## src/rtl/note_scheduler_pkg.sv

```systemverilog
// Shared types and helpers for the Drums Hero note scheduler.
// The LANE_LIMIT_EN build option uses lane_limit() to cap chords at two drums.
package note_sched_pkg;

    localparam int LANES    = 4;
    localparam int REST_BIT = 4;

    typedef enum logic [2:0] {
        ST_IDLE   = 3'd0,
        ST_COUNT  = 3'd1,
        ST_SAMPLE = 3'd2,
        ST_EMIT   = 3'd3,
        ST_DONE   = 3'd4
    } state_t;

    // Keep only the two lowest set bits of a lane mask.
    function automatic logic [LANES-1:0] lane_limit(input logic [LANES-1:0] mask);
        logic [LANES-1:0] kept;
        logic [2:0]       hits;
        kept = {LANES{1'b0}};
        hits = 3'd0;
        for (int i = 0; i < LANES; i++) begin
            if (mask[i] && (hits < 3'd2)) begin
                kept[i] = 1'b1;
                hits    = hits + 3'd1;
            end else begin
                kept[i] = 1'b0;
            end
        end
        return kept;
    endfunction

endpackage

```

## src/rtl/note_scheduler_beat_timer.sv

```systemverilog
// Free-running beat counter: counts 0..period-1 while enabled and wraps.
// terminal flags the last cycle of each beat.
module beat_timer #(
    parameter int BEAT_W = 26
) (
    input  logic              clk,
    input  logic              rst_n,
    input  logic              clr,
    input  logic              en,
    input  logic [BEAT_W-1:0] period,
    output logic              terminal
);

    logic [BEAT_W-1:0] count_r;

    assign terminal = (count_r == (period - BEAT_W'(1)));

    // Beat counter: clear on request, wrap on terminal, otherwise increment while enabled.
    always_ff @(posedge clk) begin
        if (!rst_n) begin
            count_r <= {BEAT_W{1'b0}};
        end else if (clr) begin
            count_r <= {BEAT_W{1'b0}};
        end else if (en) begin
            if (terminal) begin
                count_r <= {BEAT_W{1'b0}};
            end else begin
                count_r <= count_r + BEAT_W'(1);
            end
        end else begin
            count_r <= count_r;
        end
    end

endmodule

```

## src/rtl/note_scheduler.sv

```systemverilog
// Drum-note scheduler: turns the ListaValores random value into one note or
// rest per beat and offers each note over a valid/ready handshake.
// Build option: define LANE_LIMIT_EN to reduce chords to their two lowest lanes.
module note_scheduler
    import note_sched_pkg::*;
#(
    parameter int BEAT_W      = 26,
    parameter int BEAT_PERIOD = 12500000,
    parameter int SONG_LEN    = 64
) (
    input  logic       clk,
    input  logic       rst_n,
    input  logic       start,
    input  logic       stop,
    input  logic [1:0] dificultad,
    input  logic [4:0] random_in,
    output logic       note_valid,
    input  logic       note_ready,
    output logic [3:0] note_lanes,
    output logic [6:0] beat_count,
    output logic       busy,
    output logic       done,
    output logic       overrun
);

    localparam logic [BEAT_W-1:0] BASE_PERIOD = BEAT_W'(BEAT_PERIOD);
    localparam logic [6:0]        SONG_LEN_C  = 7'(SONG_LEN);

    state_t            state_r, state_s;
    logic [1:0]        diff_r, diff_s;
    logic [6:0]        beat_count_r, beat_count_s;
    logic              overrun_r, overrun_s;
    logic [LANES-1:0]  lanes_r, lanes_s;
    logic              note_valid_r, busy_r, done_r;
    logic [LANES-1:0]  decoded_s;
    logic [BEAT_W-1:0] period_s;
    logic              terminal_s;
    logic              timer_en_s;
    logic              timer_clr_s;
    logic              last_beat_s;
    logic              is_rest_s;

    assign period_s    = BASE_PERIOD >> diff_r;
    assign timer_en_s  = (state_r == ST_COUNT) || (state_r == ST_SAMPLE) || (state_r == ST_EMIT);
    assign last_beat_s = (beat_count_r == SONG_LEN_C);
    assign is_rest_s   = random_in[REST_BIT] || (random_in[LANES-1:0] == {LANES{1'b0}});

`ifdef LANE_LIMIT_EN
    assign decoded_s = lane_limit(random_in[LANES-1:0]);
`else
    assign decoded_s = random_in[LANES-1:0];
`endif

    beat_timer #(
        .BEAT_W(BEAT_W)
    ) u_beat_timer (
        .clk      (clk),
        .rst_n    (rst_n),
        .clr      (timer_clr_s),
        .en       (timer_en_s),
        .period   (period_s),
        .terminal (terminal_s)
    );

    // Next-state and next-register decode; stop overrides everything else.
    always_comb begin
        state_s      = state_r;
        diff_s       = diff_r;
        beat_count_s = beat_count_r;
        overrun_s    = overrun_r;
        lanes_s      = lanes_r;
        timer_clr_s  = 1'b0;
        if (stop) begin
            state_s = ST_IDLE;
            lanes_s = {LANES{1'b0}};
        end else begin
            case (state_r)
                ST_IDLE, ST_DONE: begin
                    lanes_s = {LANES{1'b0}};
                    if (start) begin
                        state_s      = ST_COUNT;
                        diff_s       = dificultad;
                        beat_count_s = 7'd0;
                        overrun_s    = 1'b0;
                        timer_clr_s  = 1'b1;
                    end else begin
                        state_s = state_r;
                    end
                end
                ST_COUNT: begin
                    if (terminal_s) begin
                        state_s = ST_SAMPLE;
                    end else begin
                        state_s = ST_COUNT;
                    end
                end
                ST_SAMPLE: begin
                    beat_count_s = beat_count_r + 7'd1;
                    if (is_rest_s) begin
                        lanes_s = {LANES{1'b0}};
                        if ((beat_count_r + 7'd1) == SONG_LEN_C) begin
                            state_s = ST_DONE;
                        end else begin
                            state_s = ST_COUNT;
                        end
                    end else begin
                        lanes_s = decoded_s;
                        state_s = ST_EMIT;
                    end
                end
                ST_EMIT: begin
                    if (note_ready) begin
                        // Handshake wins over a coincident beat boundary.
                        lanes_s = {LANES{1'b0}};
                        if (last_beat_s) begin
                            state_s = ST_DONE;
                        end else if (terminal_s) begin
                            state_s = ST_SAMPLE;
                        end else begin
                            state_s = ST_COUNT;
                        end
                    end else if (terminal_s) begin
                        // Beat ran out with the note still pending: drop it.
                        lanes_s   = {LANES{1'b0}};
                        overrun_s = 1'b1;
                        if (last_beat_s) begin
                            state_s = ST_DONE;
                        end else begin
                            state_s = ST_SAMPLE;
                        end
                    end else begin
                        state_s = ST_EMIT;
                    end
                end
                default: begin
                    state_s = ST_IDLE;
                    lanes_s = {LANES{1'b0}};
                end
            endcase
        end
    end

    // State and output registers; outputs are derived from the next state so they are registered.
    always_ff @(posedge clk) begin
        if (!rst_n) begin
            state_r      <= ST_IDLE;
            diff_r       <= 2'd0;
            beat_count_r <= 7'd0;
            overrun_r    <= 1'b0;
            lanes_r      <= {LANES{1'b0}};
            note_valid_r <= 1'b0;
            busy_r       <= 1'b0;
            done_r       <= 1'b0;
        end else begin
            state_r      <= state_s;
            diff_r       <= diff_s;
            beat_count_r <= beat_count_s;
            overrun_r    <= overrun_s;
            lanes_r      <= lanes_s;
            note_valid_r <= (state_s == ST_EMIT);
            busy_r       <= (state_s == ST_COUNT) || (state_s == ST_SAMPLE) || (state_s == ST_EMIT);
            done_r       <= (state_s == ST_DONE);
        end
    end

    assign note_valid = note_valid_r;
    assign note_lanes = lanes_r;
    assign beat_count = beat_count_r;
    assign busy       = busy_r;
    assign done       = done_r;
    assign overrun    = overrun_r;

endmodule

```

## config.mk

```make
export PLATFORM = sky130hd
export DESIGN_NAME = note_scheduler
export DESIGN_NICKNAME = d
export VERILOG_FILES = /design/src/rtl/note_scheduler_pkg.sv /design/src/rtl/note_scheduler_beat_timer.sv /design/src/rtl/note_scheduler.sv
export SDC_FILE = /design/constraint.sdc
export NUM_CORES = 1
export LEC_CHECK = 0
export ABC_AREA = 1
export CORE_AREA = 2 2 89 91
export CTS_CLUSTER_DIAMETER = 40
export CTS_CLUSTER_SIZE = 14
export DETAILED_ROUTE_END_ITERATION = 8
export DIE_AREA = 0 0 91 93
export GPL_ROUTABILITY_DRIVEN = 0
export GPL_TIMING_DRIVEN = 0
export PLACE_DENSITY = 0.76
export RECOVER_POWER = 25
export REMOVE_ABC_BUFFERS = 1
export SLEW_MARGIN = 20
export SYNTH_ARGS = -nofsm -noshare
export SYNTH_HDL_FRONTEND = slang
export SYNTH_HIERARCHICAL = 1
export SYNTH_SLANG_ARGS = --single-unit
```

## constraint.sdc

```tcl
create_clock -name clk -period 2.5 [get_ports clk]
set_clock_uncertainty 0.05 [all_clocks]
set_input_delay 0.5 -clock clk [delete_from_list [all_inputs] [get_ports clk]]
set_output_delay 0.5 -clock clk [all_outputs]
set_load 0.01 [all_outputs]
```

After elaboration in Yosys (flattened, before gate mapping)
Cells that the tools add are included.
Widths: inputs -> output; s select.

storage, ports and cells
  output and inout port bits = 15
  flip-flop bits (word level) = 46
  bits of input ports = 12
  logic and storage cells = 71

cells by class
  shift-type cells = 1
  bitwise gates (word level) = 3
  mux-type cells = 24
  add/sub/neg operators = 3
  reduce and logical (&&, ||, !) cells = 16
  equality and inequality tests = 15

operator list
  kind                   number
  $add 26x1->26 const B  1
  $eq 26x26->1           1
  $mux 26                1
  $shr 24x2->26 const A  1
  $sub 26x1->26 const B  1
  $mux 3                 8
  $eq 7x7->1 const B     2
  $pmux 7 s2             1
  $eq 3x2->1 const B     4
  $mux 4                 3
  $pmux 3 s4             1
  $pmux 4 s3             1
  $add 7x1->7 const B    1
  $mux 7                 1
  $eq 3x1->1 const B     2
  $eq 3x3->1 const B     2
  $mux 1                 6
  $ne 2x2->1 const B     3
  $reduce_and 3->1       2
  $reduce_or 2->1        3
  $logic_or 1x1->1       5
  $reduce_and 5->1       1
  $logic_not 4->1        1
  $reduce_bool 2->1      2
  6 further kinds        8

Depth between registers and ports, before layout
  word-level depth = 11
  depth in mapped cells = 23
  mapped depth without buffers = 23

Modules after synthesis
Netlist, hierarchy kept.

modules (own cells, without submodules)
  module          times used  sequential area each (sq um)  area each (sq um)  cells each
  beat_timer      1           520.5                         2825.2             472
  note_scheduler  1           400.4                         1129.8             170

Worst setup path after synthesis
OpenSTA, ideal clock, no wires.

  path kind = reg2reg
  from = reg diff_r[1]
  to = reg busy_r, in the netlist busy
  setup slack = -261 ps
  arrival time = 2581 ps
  data required time = 2319 ps
  setup time = 131 ps
  buffers on the path = 1
  period minus slack after synthesis = 2761 ps
  cell stages (with the launch flop) = 23
  cell sequence = dfxtp_1 nand2_1 inv_1 nor2_4 nand2_2 nor2_4 buf_6 nand2_1 nand2_1 nor2_1 nand3_1 nor2_1 nand2_1 nor2_2 nand2_1 inv_1 inv_1 nand2_1 inv_1 a21oi_1 nand2_1 nand2_1 a21oi_2

between the ends
  cells in the longest elaborated chain, start to end = 11
  elaborated cells on any way between the ends = 14
  classes of those cells = add/sub (1); eq/ne (4); shift (1); mux (6); reduce/logical (2)

ends and longest elaborated chain
  item                                      RTL line                                     text
  start: declaration                        note_scheduler.sv:30                         logic [1:0] diff_r, diff_s;
  start signal: assignment                  note_scheduler.sv:156                        diff_r <= diff_s;
  $shr 24x2->26 (*)                         note_scheduler.sv:43                         assign period_s = BASE_PERIOD >> diff_r;
  net period_s[11]                          note_scheduler.sv:36                         logic [BEAT_W-1:0] period_s;
  $sub 26x1->26 (*)                         note_scheduler_beat_timer.sv:16              assign terminal = (count_r == (period - BEAT_W'(1)));
  $eq 26x26->1 (*)                          note_scheduler_beat_timer.sv:16
  net terminal_s                            note_scheduler.sv:37                         logic terminal_s;
  $mux 2                                    note_scheduler.sv:91, note_scheduler.sv:117
  $mux 3                                    note_scheduler.sv:115                        if (last_beat_s) begin
  $mux 3                                    note_scheduler.sv:112                        if (note_ready) begin
  $pmux 3 s4 (*)                            note_scheduler.sv:77                         case (state_r)
  $mux 3 (*)                                note_scheduler.sv:73                         if (stop) begin
  $eq 3x1->1 or $eq 3x2->1 (tied branches)  note_scheduler.sv:161                        busy_r <= (state_s == ST_COUNT) || (state_s == ST_SAMPLE) || (state_s == ST_EMIT);
  $logic_or 1x1->1                          note_scheduler.sv:161
  $logic_or 1x1->1 (*)                      note_scheduler.sv:161
  end signal: assignment                    note_scheduler.sv:161
  end: declaration                          note_scheduler.sv:34                         logic note_valid_r, busy_r, done_r;

The timed path passes the listed nets; every way through them passes the cells marked *.
A chain may end at the register's enable or synchronous reset.

Final worst setup path
  from = reg diff_r[1]
  to = reg note_valid_r, in the netlist note_valid

between the ends
  cells in the longest elaborated chain, start to end = 9
  elaborated cells on any way between the ends = 10
  classes of those cells = add/sub (1); eq/ne (2); shift (1); mux (6)

ends and longest elaborated chain
  item                    RTL line                                     text
  $shr 24x2->26 (*)       note_scheduler.sv:43
  net period_s[23]        note_scheduler.sv:36
  $sub 26x1->26 (*)       note_scheduler_beat_timer.sv:16
  $eq 26x26->1 (*)        note_scheduler_beat_timer.sv:16
  net terminal_s          note_scheduler.sv:37
  $mux 2                  note_scheduler.sv:91, note_scheduler.sv:117
  $mux 3                  note_scheduler.sv:115
  $mux 3                  note_scheduler.sv:112
  $pmux 3 s4 (*)          note_scheduler.sv:77
  $mux 3 (*)              note_scheduler.sv:73
  $eq 3x2->1 (*)          note_scheduler.sv:160                        note_valid_r <= (state_s == ST_EMIT);
  end signal: assignment  note_scheduler.sv:160
  end: declaration        note_scheduler.sv:34

Marked as above.

==> summary.md <==
For the number of inserted filler cells in the final layout, the log shows 631. The number of sinks driven by the clock tree is 46. By instance count, the cell type seen most on the critical path is sky130_fd_sc_hd__nand2_1. Dividing the final minimum period by the clock period gives 110%. In this run the static leakage power is 2.11 nW. Of the total power, the share spent switching nets is 30.5%.

Summed over all layers, the routed wires come to 11600 µm. The power per unit of standard cell area was 341 nW/µm²; the antenna violation net count after detailed routing was 0. H-tree level count: 2. The final worst slack is -0.243 ns, and the number of placement rows is 32. The run gives 0 as the number of antenna violations at the first check in global routing.

The multi-input combinational cell area is 3000 µm². In this run the worst path has a maximum fanout of 5. Critical path endpoint category: a flop. For the pin with the worst max-slew slack, the measured transition is 0.755 ns. The tools report the worst ir drop on vdd as 0.398 mV.

The region available for standard cell placement spans 7530 µm². Clock-pin slew was measured on the worst setup and hold paths at 0.09 ns. The worst setup path is launched from a flop. The class of the tightest hold or removal check is flop to flop. After synthesis, the most frequently instantiated cells are 184 x sky130_fd_sc_hd__nand2_1, 96 x sky130_fd_sc_hd__nor2_1, 77 x sky130_fd_sc_hd__inv_1.

The internal power of the cells totals 1.21 mW. For this run, asynchronously set or reset flops after synthesis account for 0%. In this run the mean area of a mapped cell was 6.16 µm².

The height of the chip is 93 µm, and the number of detailed-route iterations in the first pass is 5. The post-detailed-placement half-perimeter wirelength came out at 7600 µm. The via count of the first global-routing pass is 3989, and the antenna diode count is 0. The synthesized design contains 46 register bits.

For the number of max-slew violations in the final report, the log shows 0. Measured along the x axis, the die boundary spans 91 µm. The number of buffers inserted by port buffering was 26. The relative contribution of the clock network to total power came out at 32.2%. 27 I/O pins were placed.

The number of violations of the max-capacitance limit was 0. The largest stage delay on the critical path is 0.40 ns. The run gives 2.63 ns as the data required time at the worst endpoint. After the last flow step, the layout net total stands at 753.

Yosys instantiated no cell more often than sky130_fd_sc_hd__nand2_1. TritonCTS built the clock tree. The later pin in the worst-skew pair is clocked with a latency of 0.31 ns.

The tools report the count of endpoints failing setup in the final report as 34. The logs give -1.08 ns for the pre-CTS setup slack and 928 µm² for the storage element area. The checks that failed: setup timing. The run gives 4381 as the number of vias after detailed routing.

The final non-filler cell area was 5100 µm²; the layout-stage area growth over the synthesis result was 29.1%. Setup repair after global routing could not meet its margin everywhere. The netlist area before placement is 3960 µm². The count of different cell masters after synthesis is 41. The mean routed wirelength per cell was 13.8 µm.

Yosys mapped a number of flops with a built-in enable equal to 0. The logs give 0 for the final hold violation count and 785 for the number of placed cells counting well taps. The largest net degree at the start of global routing came out at 23. The run gives 23.3% as the sequential-to-total area share from yosys stat. The kind of cell with the highest combined delay along the critical path is simple AND/OR/NAND/NOR gates. The starting DRC count in detailed routing came out at 293. Once the floorplan was initialized, standard cells occupied 52.5% of the core. The remaining global-route overflow was 0; the total clock buffers created by CTS was 5. The dominant synthesized flop cell is sky130_fd_sc_hd__dfxtp_1. Timing would allow up to 365 MHz. The fraction of power consumed by combinational cells is 24.5%. The master cell of the clock root buffer is sky130_fd_sc_hd__clkbuf_8.

The cell area after placement was 4350 µm²; the area fraction of the dominant cell type after synthesis was 23.3%. After synthesis, the cell types taking the most area are sky130_fd_sc_hd__dfxtp_1 23%, sky130_fd_sc_hd__nand2_1 17%, sky130_fd_sc_hd__nor2_1 9.1%. For the number of remaining DRC errors, the log shows 0. Walking the worst path, the cells encountered are buf_12 > nor2_4 > clkinvlp_4 > xor2_1 > nand2_1 > nand2_1 > nor2_2 > nand2_1 > nor2_2 > nand2_2 > nor2_4 > nand2_4 > inv_4 > inv_2 > nand2_4 > inv_4 > a21oi_2 > nand2_1 > nor3b_2.

The cell taking the most area after synthesis was sky130_fd_sc_hd__dfxtp_1. For this run, the number of standard cells in the final layout without fillers is 839. The run gives 6 as the synthesis warning total. The cell count after synthesis came out at 642.

The die covers 8460 µm². The worst setup path is of the flop to flop kind. Global-route wire length before repair: 17900 µm.

The smallest clock period supported by the final layout is computed as 2.74 ns. For the sequential power share, the log shows 43.3%. The run finished, with violations left.

The number of buffers and inverters on the critical path is 5. Cells with a size suffix above 1 make up 19.7% of the layout. The slowest stage of the critical path belongs to the cell sky130_fd_sc_hd__dfxtp_4. Headroom to the max-slew limit came out at 49.6%.

For this design the total switching power over the nets is 0.530 mW. At the worst endpoint, the arrival time is 2.87 ns. Counting along the longest clock path gives a buffer depth of 2.

Global routing used 26.0% of the available tracks across all layers. Using the TritonRoute via totals, the vias-per-cell ratio works out to 5.22.
## metrics by stage
step	power, mW	util (%)	setup TNS (ns)	hold WS (ns)
5_1_grt	1.82	67.8	-8.19	0.441
3_5_place_dp	1.06	57.8	-27.57	0.405
6_report	1.74	67.8	-3.18	0.423
4_1_cts	1.70	64.6	-0.700	0.426
2_1_floorplan	0.985	-	-4.50	0.434
3_3_place_gp	1.06	57.8	-26.03	0.400
## cell type report
cell class	count	area share (%)
tap	102	2.50
timing repair buffer	69	12.1
inverter	80	6.20
clock buffer	6	1.42
multi-input combinational	534	58.8
sequential	46	18.2
clock inverter	2	0.735
## metal layers
metal / up-vias / global-route usage (%) / share of wire, %
met2: 170 / 46.4 / 50
met3: 54 / 2.90 / 5.5
met5: - / 0 / 0
met4: 0 / 13.6 / 4.4
met1: 1978 / 30.8 / 40
li1: 2179 / - / -
## path summary, 6_finish.rpt
| check | start | end | slack, ns | cells after the start |
|---|---|---|---|---|
| min | note_lanes[1] | note_lanes[1] | 0.42 | 2 |
| max reg2reg | diff_r[1] | note_valid | -0.24 | 19 |
| max | diff_r[1] | note_valid | -0.24 | 19 |
| min reg2reg | note_lanes[1] | note_lanes[1] | 0.42 | 2 |
## power groups by stage
stage	sequential [mW]	clock [mW]	combinational [mW]
after floorplan	0.767	0	0.218
after global placement	0.769	0	0.288
after detailed placement	0.770	0	0.294
after CTS	0.753	0.577	0.365
after global routing	0.755	0.610	0.460
final	0.753	0.561	0.427
## flip-flops by register name (all words and copies together) (netlist names)
register              flops
u_beat_timer/count_r     26
busy                      1
note_valid                1
diff_r                    2
beat_count                7
state_r                   3
done                      1
overrun                   1
note_lanes                4
## cells by family (layout without fill, tap and decap cells)
kind of cell / after synthesis / count (layout) / share of synthesized area, %
AOI/OAI and AO/OA: 38 / 38 / 5.22
xor gates and xnor gates: 49 / 49 / 11.6
adders and majority gates: 5 / 5 / 1.58
buffers and inverters: 88 / 157 / 9.59
DFF: 46 / 46 / 23.3
other: 2 / 25 / 0.190
and+or+nand+nor: 414 / 417 / 48.6
## placed cells by master, fill, tap and decap left out, types with 3 or more instances in the layout
master | netlist | routed
sky130_fd_sc_hd__nand2_4 | 3 | 7
sky130_fd_sc_hd__buf_4 | 0 | 36
sky130_fd_sc_hd__nor4_1 | 4 | 4
sky130_fd_sc_hd__nor3_1 | 14 | 14
sky130_fd_sc_hd__nand3b_1 | 8 | 8
sky130_fd_sc_hd__xor2_1 | 33 | 31
sky130_fd_sc_hd__nand3_2 | 2 | 5
sky130_fd_sc_hd__clkbuf_8 | 0 | 5
sky130_fd_sc_hd__conb_1 | 2 | 25
sky130_fd_sc_hd__inv_2 | 2 | 4
sky130_fd_sc_hd__nand2_8 | 0 | 4
sky130_fd_sc_hd__a21oi_1 | 19 | 17
sky130_fd_sc_hd__inv_1 | 77 | 70
sky130_fd_sc_hd__dfxtp_1 | 46 | 44
sky130_fd_sc_hd__clkdlybuf4s50_1 | 0 | 25
sky130_fd_sc_hd__clkinvlp_4 | 0 | 4
sky130_fd_sc_hd__ha_1 | 5 | 5
sky130_fd_sc_hd__nor2_1 | 96 | 86
sky130_fd_sc_hd__o21ai_1 | 4 | 4
sky130_fd_sc_hd__buf_6 | 4 | 6
sky130_fd_sc_hd__a21oi_2 | 1 | 3
sky130_fd_sc_hd__nand4_1 | 16 | 16
sky130_fd_sc_hd__nand2_1 | 184 | 172
sky130_fd_sc_hd__o21bai_1 | 3 | 3
sky130_fd_sc_hd__o21ai_0 | 8 | 7
sky130_fd_sc_hd__xnor2_1 | 14 | 13
sky130_fd_sc_hd__nand2_2 | 7 | 14
sky130_fd_sc_hd__nand3_1 | 40 | 36
sky130_fd_sc_hd__nor2_4 | 9 | 19
sky130_fd_sc_hd__nor2_2 | 22 | 22
## tightest hold or removal path, cell delays in order, from the launching register on
cell                      delay, ns
sky130_fd_sc_hd__dfxtp_1       0.32
sky130_fd_sc_hd__nand2_1       0.06
sky130_fd_sc_hd__a21oi_1       0.05
## what timing repair did
action / in CTS / in global routing
resized for setup: 38 / 36
pin swaps: 24 / 35
setup buffers: 36 / 8
gates cloned: 0 / 3
endpoints found under the hold margin: 0 / 0
hold buffers: 0 / 0
endpoints found under the setup margin: 37 / 37
(Power assumes the default switching activity.)
